**src/rtl/pulse_period_meter_pkg.sv**
```systemverilog
// Shared types and helpers for the pulse period meter and its tick consumers.
package pulse_meter_pkg;

  typedef enum logic [1:0] {
    IDLE    = 2'd0,
    MEASURE = 2'd1,
    TIMEOUT = 2'd2
  } state_t;

  // Bits needed to hold a run counter that saturates at lock_count.
  function automatic int lock_cnt_width(input int lock_count);
    return (lock_count < 1) ? 1 : $clog2(lock_count + 1);
  endfunction

endpackage

```
**src/rtl/pulse_period_meter_if.sv**
```systemverilog
// Measured pulse input and the measurement results of a pulse period meter.
interface pulse_period_meter_if #(
  parameter int CNT_WIDTH = 24
);
  logic                 pulse_in;
  logic [CNT_WIDTH-1:0] period;
  logic                 period_valid;
  logic                 in_range;
  logic                 timeout;
  logic                 locked;

  modport master (
    output pulse_in,
    input  period, period_valid, in_range, timeout, locked
  );

  modport slave (
    input  pulse_in,
    output period, period_valid, in_range, timeout, locked
  );
endinterface

```
**src/rtl/pulse_period_meter_edge_sync.sv**
```systemverilog
// Optional synchronizer chain plus a delay flop, producing a one-cycle pulse
// on each rising edge of the (synchronized) input.
module edge_sync #(
  parameter int SYNC_STAGES = 2
) (
  input  logic clk,
  input  logic rst,
  input  logic d,
  output logic rise
);

  logic s;
  logic prev;

  if (SYNC_STAGES == 0) begin : g_direct
    assign s = d;
  end else begin : g_sync
    logic [SYNC_STAGES-1:0] sync_q;

    // NOTE: reset is synchronous, so it sits inside the clocked block and is
    // not in the sensitivity list.
    always_ff @(posedge clk) begin
      if (rst) begin
        sync_q <= '0;
      end else begin
        sync_q[0] <= d;
        for (int i = 1; i < SYNC_STAGES; i++) begin
          sync_q[i] <= sync_q[i-1];
        end
      end
    end

    assign s = sync_q[SYNC_STAGES-1];
  end

  always_ff @(posedge clk) begin
    if (rst) prev <= 1'b0;
    else     prev <= s;
  end

  assign rise = s & ~prev;

endmodule

```
**src/rtl/pulse_period_meter.sv**
```systemverilog
// Measures clk cycles between rising edges of pulse_in, flags out-of-tolerance
// periods and missing pulses, and declares lock after a run of good periods.
module pulse_period_meter
  import pulse_meter_pkg::*;
#(
  parameter int CNT_WIDTH     = 24,
  parameter int SYNC_STAGES   = 2,
  parameter int EXPECT_PERIOD = 5,
  parameter int TOLERANCE     = 0,
  parameter int MAX_PERIOD    = 1000,
  parameter int LOCK_COUNT    = 4
) (
  input logic                 clk,
  input logic                 rst,
  pulse_period_meter_if.slave mif
);

  if (SYNC_STAGES < 0 || SYNC_STAGES > 3) begin : g_bad_sync
    $error("pulse_period_meter: SYNC_STAGES must be 0..3");
  end
  if (EXPECT_PERIOD < 2 || LOCK_COUNT < 1 || EXPECT_PERIOD + TOLERANCE >= MAX_PERIOD) begin : g_bad_cfg
    $error("pulse_period_meter: inconsistent period/lock parameters");
  end

  localparam int                   LOCK_W   = lock_cnt_width(LOCK_COUNT);
  localparam logic [LOCK_W-1:0]    LOCK_MAX = LOCK_W'(LOCK_COUNT);
  localparam logic [CNT_WIDTH-1:0] MAX_CNT  = CNT_WIDTH'(MAX_PERIOD);
  localparam logic [CNT_WIDTH:0]   EXP_EXT  = (CNT_WIDTH + 1)'(EXPECT_PERIOD);
  localparam logic [CNT_WIDTH:0]   TOL_EXT  = (CNT_WIDTH + 1)'(TOLERANCE);

  logic                 rise;
  state_t               state;
  logic [CNT_WIDTH-1:0] cnt;
  logic [CNT_WIDTH-1:0] period_q;
  logic [LOCK_W-1:0]    lock_cnt;
  logic                 period_valid_q;
  logic                 in_range_q;
  logic                 timeout_q;
  logic                 locked_q;

  logic [CNT_WIDTH:0]   cnt_ext;
  logic [CNT_WIDTH:0]   diff;
  logic                 cnt_in_range;
  logic [LOCK_W-1:0]    lock_inc;

  edge_sync #(
    .SYNC_STAGES(SYNC_STAGES)
  ) u_edge_sync (
    .clk (clk),
    .rst (rst),
    .d   (mif.pulse_in),
    .rise(rise)
  );

  // The extra bit keeps the unsigned difference exact in both directions.
  // NOTE: every always_comb output gets a value on every path, so no latch
  // can be inferred.
  always_comb begin
    cnt_ext = {1'b0, cnt};
    diff    = (cnt_ext >= EXP_EXT) ? (cnt_ext - EXP_EXT) : (EXP_EXT - cnt_ext);
  end

  assign cnt_in_range = (diff <= TOL_EXT);
  assign lock_inc     = (lock_cnt == LOCK_MAX) ? lock_cnt : lock_cnt + LOCK_W'(1);

  // NOTE: state registers use non-blocking assignments so every flop samples
  // the pre-edge values regardless of statement order.
  always_ff @(posedge clk) begin
    if (rst) begin
      state          <= IDLE;
      cnt            <= '0;
      period_q       <= '0;
      period_valid_q <= 1'b0;
      in_range_q     <= 1'b0;
      timeout_q      <= 1'b0;
      locked_q       <= 1'b0;
      lock_cnt       <= '0;
    end else begin
      period_valid_q <= 1'b0;
      case (state)
        IDLE: begin
          if (rise) begin
            state <= MEASURE;
            cnt   <= CNT_WIDTH'(1);
          end
        end

        MEASURE: begin
          // An edge landing on cnt == MAX_CNT is still a valid measurement.
          if (rise) begin
            period_q       <= cnt;
            period_valid_q <= 1'b1;
            in_range_q     <= cnt_in_range;
            cnt            <= CNT_WIDTH'(1);
            if (cnt_in_range) begin
              lock_cnt <= lock_inc;
              locked_q <= (lock_inc == LOCK_MAX);
            end else begin
              lock_cnt <= '0;
              locked_q <= 1'b0;
            end
          end else if (cnt == MAX_CNT) begin
            state     <= TIMEOUT;
            timeout_q <= 1'b1;
            locked_q  <= 1'b0;
            lock_cnt  <= '0;
          end else begin
            cnt <= cnt + CNT_WIDTH'(1);
          end
        end

        TIMEOUT: begin
          // The re-arming edge closes an unbounded gap, so it is not reported.
          if (rise) begin
            state     <= MEASURE;
            cnt       <= CNT_WIDTH'(1);
            timeout_q <= 1'b0;
          end
        end

        default: state <= IDLE;
      endcase
    end
  end

  assign mif.period       = period_q;
  assign mif.period_valid = period_valid_q;
  assign mif.in_range     = in_range_q;
  assign mif.timeout      = timeout_q;
  assign mif.locked       = locked_q;

endmodule

```
**src/flat_wrapper.sv**
```systemverilog
// flat-port wrapper written by rule: the top's interface ports become plain ports
module pulse_period_meter_flat import pulse_meter_pkg::*;
#(
  parameter int CNT_WIDTH     = 24,
  parameter int SYNC_STAGES   = 2,
  parameter int EXPECT_PERIOD = 5,
  parameter int TOLERANCE     = 0,
  parameter int MAX_PERIOD    = 1000,
  parameter int LOCK_COUNT    = 4
)
  (clk, rst, mif_pulse_in, mif_period, mif_period_valid, mif_in_range, mif_timeout, mif_locked);
  pulse_period_meter_if #(.CNT_WIDTH(CNT_WIDTH)) mif_i ();
  input logic clk;
  input logic rst;
  input wire logic [$bits(mif_i.pulse_in)-1:0] mif_pulse_in;
  output wire logic [$bits(mif_i.period)-1:0] mif_period;
  output wire logic [$bits(mif_i.period_valid)-1:0] mif_period_valid;
  output wire logic [$bits(mif_i.in_range)-1:0] mif_in_range;
  output wire logic [$bits(mif_i.timeout)-1:0] mif_timeout;
  output wire logic [$bits(mif_i.locked)-1:0] mif_locked;
  assign mif_i.pulse_in = mif_pulse_in;
  assign mif_period = mif_i.period;
  assign mif_period_valid = mif_i.period_valid;
  assign mif_in_range = mif_i.in_range;
  assign mif_timeout = mif_i.timeout;
  assign mif_locked = mif_i.locked;
  pulse_period_meter #(.CNT_WIDTH(CNT_WIDTH), .SYNC_STAGES(SYNC_STAGES), .EXPECT_PERIOD(EXPECT_PERIOD), .TOLERANCE(TOLERANCE), .MAX_PERIOD(MAX_PERIOD), .LOCK_COUNT(LOCK_COUNT)) u_core (.clk(clk), .rst(rst), .mif(mif_i));
endmodule
```
**config.mk**
```make
export PLATFORM = sky130hd
export DESIGN_NAME = pulse_period_meter_flat
export DESIGN_NICKNAME = d
export VERILOG_FILES = /design/src/rtl/pulse_period_meter_pkg.sv /design/src/rtl/pulse_period_meter_if.sv /design/src/rtl/pulse_period_meter_edge_sync.sv /design/src/rtl/pulse_period_meter.sv /design/src/flat_wrapper.sv
export SDC_FILE = /design/constraint.sdc
export NUM_CORES = 1
export LEC_CHECK = 0
export ABC_AREA = 1
export CAP_MARGIN = 20
export CORE_AREA = 3 3 89 91
export DETAILED_ROUTE_END_ITERATION = 7
export DIE_AREA = 0 0 92 94
export HOLD_SLACK_MARGIN = 0.06
export PLACE_DENSITY = 0.79
export RECOVER_POWER = 100
export SETUP_SLACK_MARGIN = 0.4
export SLEW_MARGIN = 10
export SYNTH_ARGS = -nofsm -noshare
export SYNTH_HDL_FRONTEND = slang
export SYNTH_SLANG_ARGS = --single-unit
```
**constraint.sdc**
```tcl
create_clock -name clk -period 2.8 [get_ports clk]
set_input_delay 0.56 -clock clk [delete_from_list [all_inputs] [get_ports clk]]
set_output_delay 0.56 -clock clk [all_outputs]
set_load 0.05 [all_outputs]
```
==> Yosys cells after proc, flatten, opt, wreduce, memory -nomap -nowiden <==
Cells that the tools add are included.
{ "classes": {"addsub": 4, "n_lt_le_gt_ge": 2, "n_eq_ne": 10, "n_mux": 21, "n_bitwise": 3, "reduce_logical": 11} }
{ "op_table": {"columns": ["op", "n"], "rows": [
  ["$mux W24", 3],
  ["$pmux W24 S2", 1],
  ["$le A25 B1 Y1 const B", 1],
  ["$mux W25", 1],
  ["$sub A24 B3 Y25 const B", 1],
  ["$sub A3 B24 Y25 const A", 1],
  ["$add A24 B1 Y24 const B", 1],
  ["$eq A24 B10 Y1 const B", 1],
  ["$ge A24 B3 Y1 const B", 1],
  ["$mux W3", 4],
  ["$mux W1", 7],
  ["$eq A3 B3 Y1 const B", 2],
  ["$mux W2", 3],
  ["$ne A2 B1 Y1 const B", 3],
  ["$reduce_and A3 Y1", 2],
  ["$reduce_bool A2 Y1", 3],
  ["$pmux W2 S2", 1],
  ["$reduce_and A2 Y1", 2],
  ["$reduce_and A4 Y1", 1],
  ["$reduce_or A2 Y1", 2],
  ["$add A3 B1 Y3 const B", 1],
  ["$ne A3 B2 Y1 const B", 1],
  ["$eq A2 B1 Y1 const B", 1],
  ["$eq A2 B2 Y1 const B", 1],
  ["other kinds (5)", 6]
]} }
{ "totals": {"regBits": 60, "input_bits": 3, "output_inout_bits": 28, "word_cells": 61} }

==> Longest topological paths before layout <==
{ "logic_depth": {"ltp_word": 5, "depth_mapped": 18, "mapped_depth_nobuf": 18} }

==> Cells and area by module <==
A second synthesis with hierarchy kept.
{ "unflattened": {"hier_cells": 664, "hier_area_um2": 4304.1} }
{ "modules_own_cells": {"columns": ["mod", "n_inst", "cells_per_inst", "area_each_um2", "seq_area_each_um2"], "rows": [
  ["pulse_period_meter", 1, 654, 4217.8, 1141.1],
  ["edge_sync", 1, 10, 86.3, 60.1]
]} }

==> Least setup slack after synthesis <==
No wires, ideal clock.
{ "synth_path": {"kind": "register to register", "start": "reg u_core.cnt[1]", "end": "reg u_core.lock_cnt[1]", "setup_time_ns": 0.071, "arrival_time_ns": 2.111, "required_ns": 2.729, "slack_ns": 0.618, "path_stages_with_launch": 19, "n_path_buf": 1, "synth_period_minus_slack_ns": 2.182, "cell_sequence": "dfxtp_1 > inv_1 > ha_1 > nand2_1 > nand3_2 > inv_2 > nand2_4 > nor2_8 > nand2_4 > buf_6 > nand2_1 > nand2_1 > nor2_1 > nand2_1 > nor2_1 > nand2_2 > nor2_4 > nand4_1 > a21oi_1"} }
{ "synth_via": {"elab_chain_cells": 5, "word_cells_on_any_way": 10, "classes_between": "add/sub: 2; order compare: 2; eq/ne: 1; mux: 3; reduce/logical: 2"} }
{ "synth_rtl": {"columns": ["item", "line_no", "text"], "rows": [
  ["start: declaration", "pulse_period_meter.sv:33", "logic [CNT_WIDTH-1:0] cnt;"],
  ["start signal: assignment", "pulse_period_meter.sv:108", "cnt <= cnt + CNT_WIDTH'(1);"],
  ["$sub A3 B24 Y25, or another cell as far along", "pulse_period_meter.sv:60", "diff = (cnt_ext >= EXP_EXT) ? (cnt_ext - EXP_EXT) : (EXP_EXT - cnt_ext);"],
  ["$mux W25", "pulse_period_meter.sv:60", null],
  ["$le A25 B1 Y1", "pulse_period_meter.sv:63", "assign cnt_in_range = (diff <= TOL_EXT);"],
  ["$mux W3", "pulse_period_meter.sv:95", "if (cnt_in_range) begin"],
  ["$mux W3", "pulse_period_meter.sv:90", "if (rise) begin"],
  ["end signal: assignment", "pulse_period_meter.sv:96", "lock_cnt <= lock_inc;"],
  ["end: declaration", "pulse_period_meter.sv:35", "logic [LOCK_W-1:0] lock_cnt;"]
]} }
Several ways; a longest one is shown, not always the timed one.
A chain may end at the register's enable or synchronous reset.

==> Worst setup path after layout <==
{ "layout_path": {"start": "reg u_core.cnt[9]", "end": "reg u_core.lock_cnt[0]"} }
Same word-level chain as after synthesis.

==> summary.md <==
| Metric | Value |
|---|---|
| FF+latch area | 1240 µm² |
| Fin. max-slew vios | 0 |
| Clock Path Buffers | 2 |
| Via count | 4,641 |
| Maxcap violations | 0 |
| Synthesized Nets | between 600 and 700 |
| Top cells by count, synth | 207 x nand2_1, 67 x inv_1, 65 x nor2_1, 60 x dfxtp_1, 51 x nand3_1 |
| Hpwl dp | 9.36 mm |
| Crit-path max cell delay | between 0.5 and 0.6 ns |
| Num ports | 31 |
| Clk pwr share | between 40% and 50% |
| Final WL | about 13 mm |
| Worst-skew pair later-pin latency | 0.35 ns |
| Total core area | 7210 µm² |
| Routability Congestion | 0.931 |
| Setup Skew | between 0.002 and 0.003 ns |
| Top cell type's share of synthesized area | 28.2% |
| Initial antenna violation count | 0 |
| Worst IR drop on VDD | roughly 0.00040 V |
| Most used DFF post-synth | dfxtp_1 |
| Crit-path most repeated cell | nand2_1 |
| Crit path DAT | 2.73 ns |
| Clk slew on worst S/H paths | roughly 0.070 ns |
| Die height | 94 µm |
| Fin crit share | about 88% |
| CP Capture Type | flip-flop |
| Hold Crit Class | flip-flop to flip-flop |
| Ys async rst share | 0% |
| Setup TNS Final | 0 ns |
| Synth Register Bits | 60 |
| RR Endpoint | u_core.lock_cnt[0] |
| Number of global-route vias before repair | between 4,000 and 5,000 |
| Most frequent cell after synthesis | nand2_1 |
| Layout cell share with drive strength beyond 1 | between 20% and 30% |
| Worst reg2reg path depth | 15 |
| Die Footprint | 8650 µm² |
| Register area share after synthesis | 28.2% |
| Synth cell types | 29 |
| Post-synth EDFFs | 0 |
| Grt total ovfl | 0 |
| Comb pwr share | under 10% |
| CTS buffer count | 9 |
| Final setup viols | 0 |
| Buffer and inverter count on the worst path | 1 |
| WP data required | between 3 and 4 ns |
| Net Sw Frac | between 20 and 25% |
| Per-cell routed wire length | around 16 µm |
| All-Layer GR Usage | 29.5% |
| Worst-Margin Slew | around 0.74 ns |
| P&R area growth vs syn | 21.7% |
| Status | complete, no violations |
| Top achievable clock speed | roughly 0.41 GHz |
| Setup Crit Path Kind | flip-flop to flip-flop |
| # diodes | 0 |
| First-pass GRT wire length | about 20 mm |
| Setup repair after global routing missed its margin | yes |
| Remaining antenna violation count | 0 |
| Final hold vios | 0 |
| Die Wd | around 90 µm |
| CP cell instances | nor2_1 > nand2_2 > nor2_8 > nand3_4 > buf_4 > nand2_8 > nand2_1 > nand2_1 > nor2_1 > nand2_1 > nor2_2 > nand2_2 > nor2_4 > nand4_1 > a21oi_1 |
| CTS tree | built |
| Min-Delay Endpoint | u_core.u_edge_sync.g_sync.sync_q[1] |
| Root buf cell | clkbuf_8 |
| Slowest cell on crit path | dfxtp_1 |
| Worst flop-to-flop path startpoint | u_core.cnt[9] |
| Fillers | 618 |
| Yosys warnings | 0 |
| P_int | roughly 1400 µW |
| CP top delay family | simple AND/OR/NAND/NOR gates |
| Htree depth | 3 |
| Hold-critical path depth | 2 |
| Num Clock Sinks | 60 |
| Multi-input logic area | about 2800 µm² |
| Mapped Avg Cell Area | 6.29 µm² |
| Min Hold Slack | between 0.4 and 0.5 ns |
| Synth Cell Area | 4270 µm² |
| DRT iter0 DRCs | 329 |
| DRT Pass-1 Iters | 6 |
| PortBufs | 30 |
| Hold-fix buffers at CTS | 0 |
| Sequential share of power | a little under half |
| Area contributors post-synth | dfxtp_1 28%, nand2_1 18%, nand3_1 6.0% |
| Max-slew headroom | ~50% |
| Row count | 31 |
| Leakage | about 0.0026 µW |
| Vias/cell | roughly 5.7 |
| Yosys top cell by area | dfxtp_1 |
| Final #Nets | approximately 730 |
| Pin count of the biggest net entering global routing | 51 |
| P per Cell Area | 355 nW/µm² |
| Min Tclk post-route | roughly 2.5 ns |
| R2r setup slk | 0.35 ns |
| P_sw | between 400 and 500 µW |
| Core Util, Final | a little under three quarters |
| Initial Util | approximately three fifths |
| Mapped Cells | slightly below 700 |
| Residual DRC | 0 |
| Crit path max fanout | 13 |
| Hold Startpoint | u_core.u_edge_sync.g_sync.sync_q[0] |
| Startpoint Class | flip-flop |
==> layout by cell type, fill, tap and decap left out, types with 5 or more instances in the layout <==
cell             n
nand2_1        193
clkbuf_8        10
nor3_1          15
nand2_4          5
nand3_1         47
dlygate4sd3_1   29
xor2_1          22
nand4_1         18
nor4_1           5
nor2_1          49
inv_1           61
nand2_2         19
o21ai_0         35
a21oi_1         46
nor2_2          16
nor2_4          20
dfxtp_1         38
inv_2            7
dfxtp_2         19
buf_4           21
ha_1             6
==> worst reg2reg max path: stages, from the launching register on <==
cell and delay, ns:
dfxtp_1 0.58, nor2_1 0.12, nand2_2 0.15, nor2_8 0.05
nand3_4 0.21, buf_4 0.19, nand2_8 0.07, nand2_1 0.07
nand2_1 0.04, nor2_1 0.09, nand2_1 0.06, nor2_2 0.15
nand2_2 0.09, nor2_4 0.18, nand4_1 0.14, a21oi_1 0.16
==> power groups by stage <==
stage / logic [µW] / registers, µW / clock network, µW
after global placement: 99.2 / 888 / 0
final: 109 / 869 / 867
after floorplan: 48.8 / 904 / 0
after CTS: 101 / 870 / 874
after detailed placement: 100 / 889 / 0
after global routing: 117 / 869 / 906
==> metrics by stage <==
stage | setup WS, ns | cells | power, µW | cell area [µm²]
3_5_place_dp | 0.00812 | 785 | 989 | 4550
6_report | 0.347 | 820 | 1840 | 5190
2_1_floorplan | 0.618 | 678 | 953 | 4270
4_1_cts | 0.407 | 805 | 1850 | 4860
5_1_grt | 0.189 | 820 | 1890 | 5190
3_3_place_gp | 0.0852 | 785 | 987 | 4550
==> layer usage <==
layer / vias up / part of all wire [%] / GRT usage [%]
met5: - / 0 / 0
met4: 0 / 3.6 / 13.4
met3: 38 / 6.5 / 5.37
met2: 197 / 48 / 49.0
met1: 2158 / 42 / 37.3
li1: 2248 / - / -
==> worst max-delay path by stage <==
stage / from / to / slack, ns / cells past startpoint
after global placement: u_core.cnt[1] / u_core.mif.locked / 0.09 / 16
after floorplan: u_core.cnt[1] / u_core.lock_cnt[1] / 0.62 / 18
after CTS: u_core.cnt[2] / u_core.lock_cnt[0] / 0.41 / 16
after detailed placement: u_core.cnt[1] / u_core.lock_cnt[0] / 0.008 / 16
after global routing: u_core.cnt[9] / u_core.cnt[7] / 0.19 / 11
final: u_core.cnt[9] / u_core.lock_cnt[0] / 0.35 / 15
==> sequential cells by signal, summed over array words and instances, names as in the netlist <==
signal	flops
u_core.mif.timeout	1
u_core.mif.locked	1
u_core.lock_cnt	3
u_core.cnt	24
u_core.mif.in_range	1
u_core.mif.period	24
u_core.u_edge_sync.g_sync.sync_q	2
u_core.state	2
u_core.mif.period_valid	1
u_core.u_edge_sync.prev	1
==> repair_timing <==
action | 4_1_cts | 5_1_grt
gates cloned | 0 | 3
pin swaps | 3 | 16
gates resized for setup | 15 | 80
setup endpoints to repair | 5 | 21
buffers inserted | 4 | 12
==> cell families (layout without fill, tap and decap cells) <==
family	Yosys count	in the layout	synth area share, %
compound gates	87	87	10.5
xor+xnor	23	23	4.72
fa+ha+maj	9	9	2.64
buf+inv	103	143	11.3
flops	60	60	28.2
simple gates	396	399	42.7
==> layout make-up <==
| class | instances | area share (%) |
|---|---|---|
| flip-flops and latches | 60 | 23.8 |
| multi-input cells | 518 | 54.8 |
| well taps | 99 | 2.39 |
| repair buffers | 55 | 9.45 |
| clock inverters | 4 | 1.40 |
| clock buffers | 12 | 2.80 |
| inverters | 72 | 5.40 |
No activity file was read; power rests on OpenSTA's default activity.
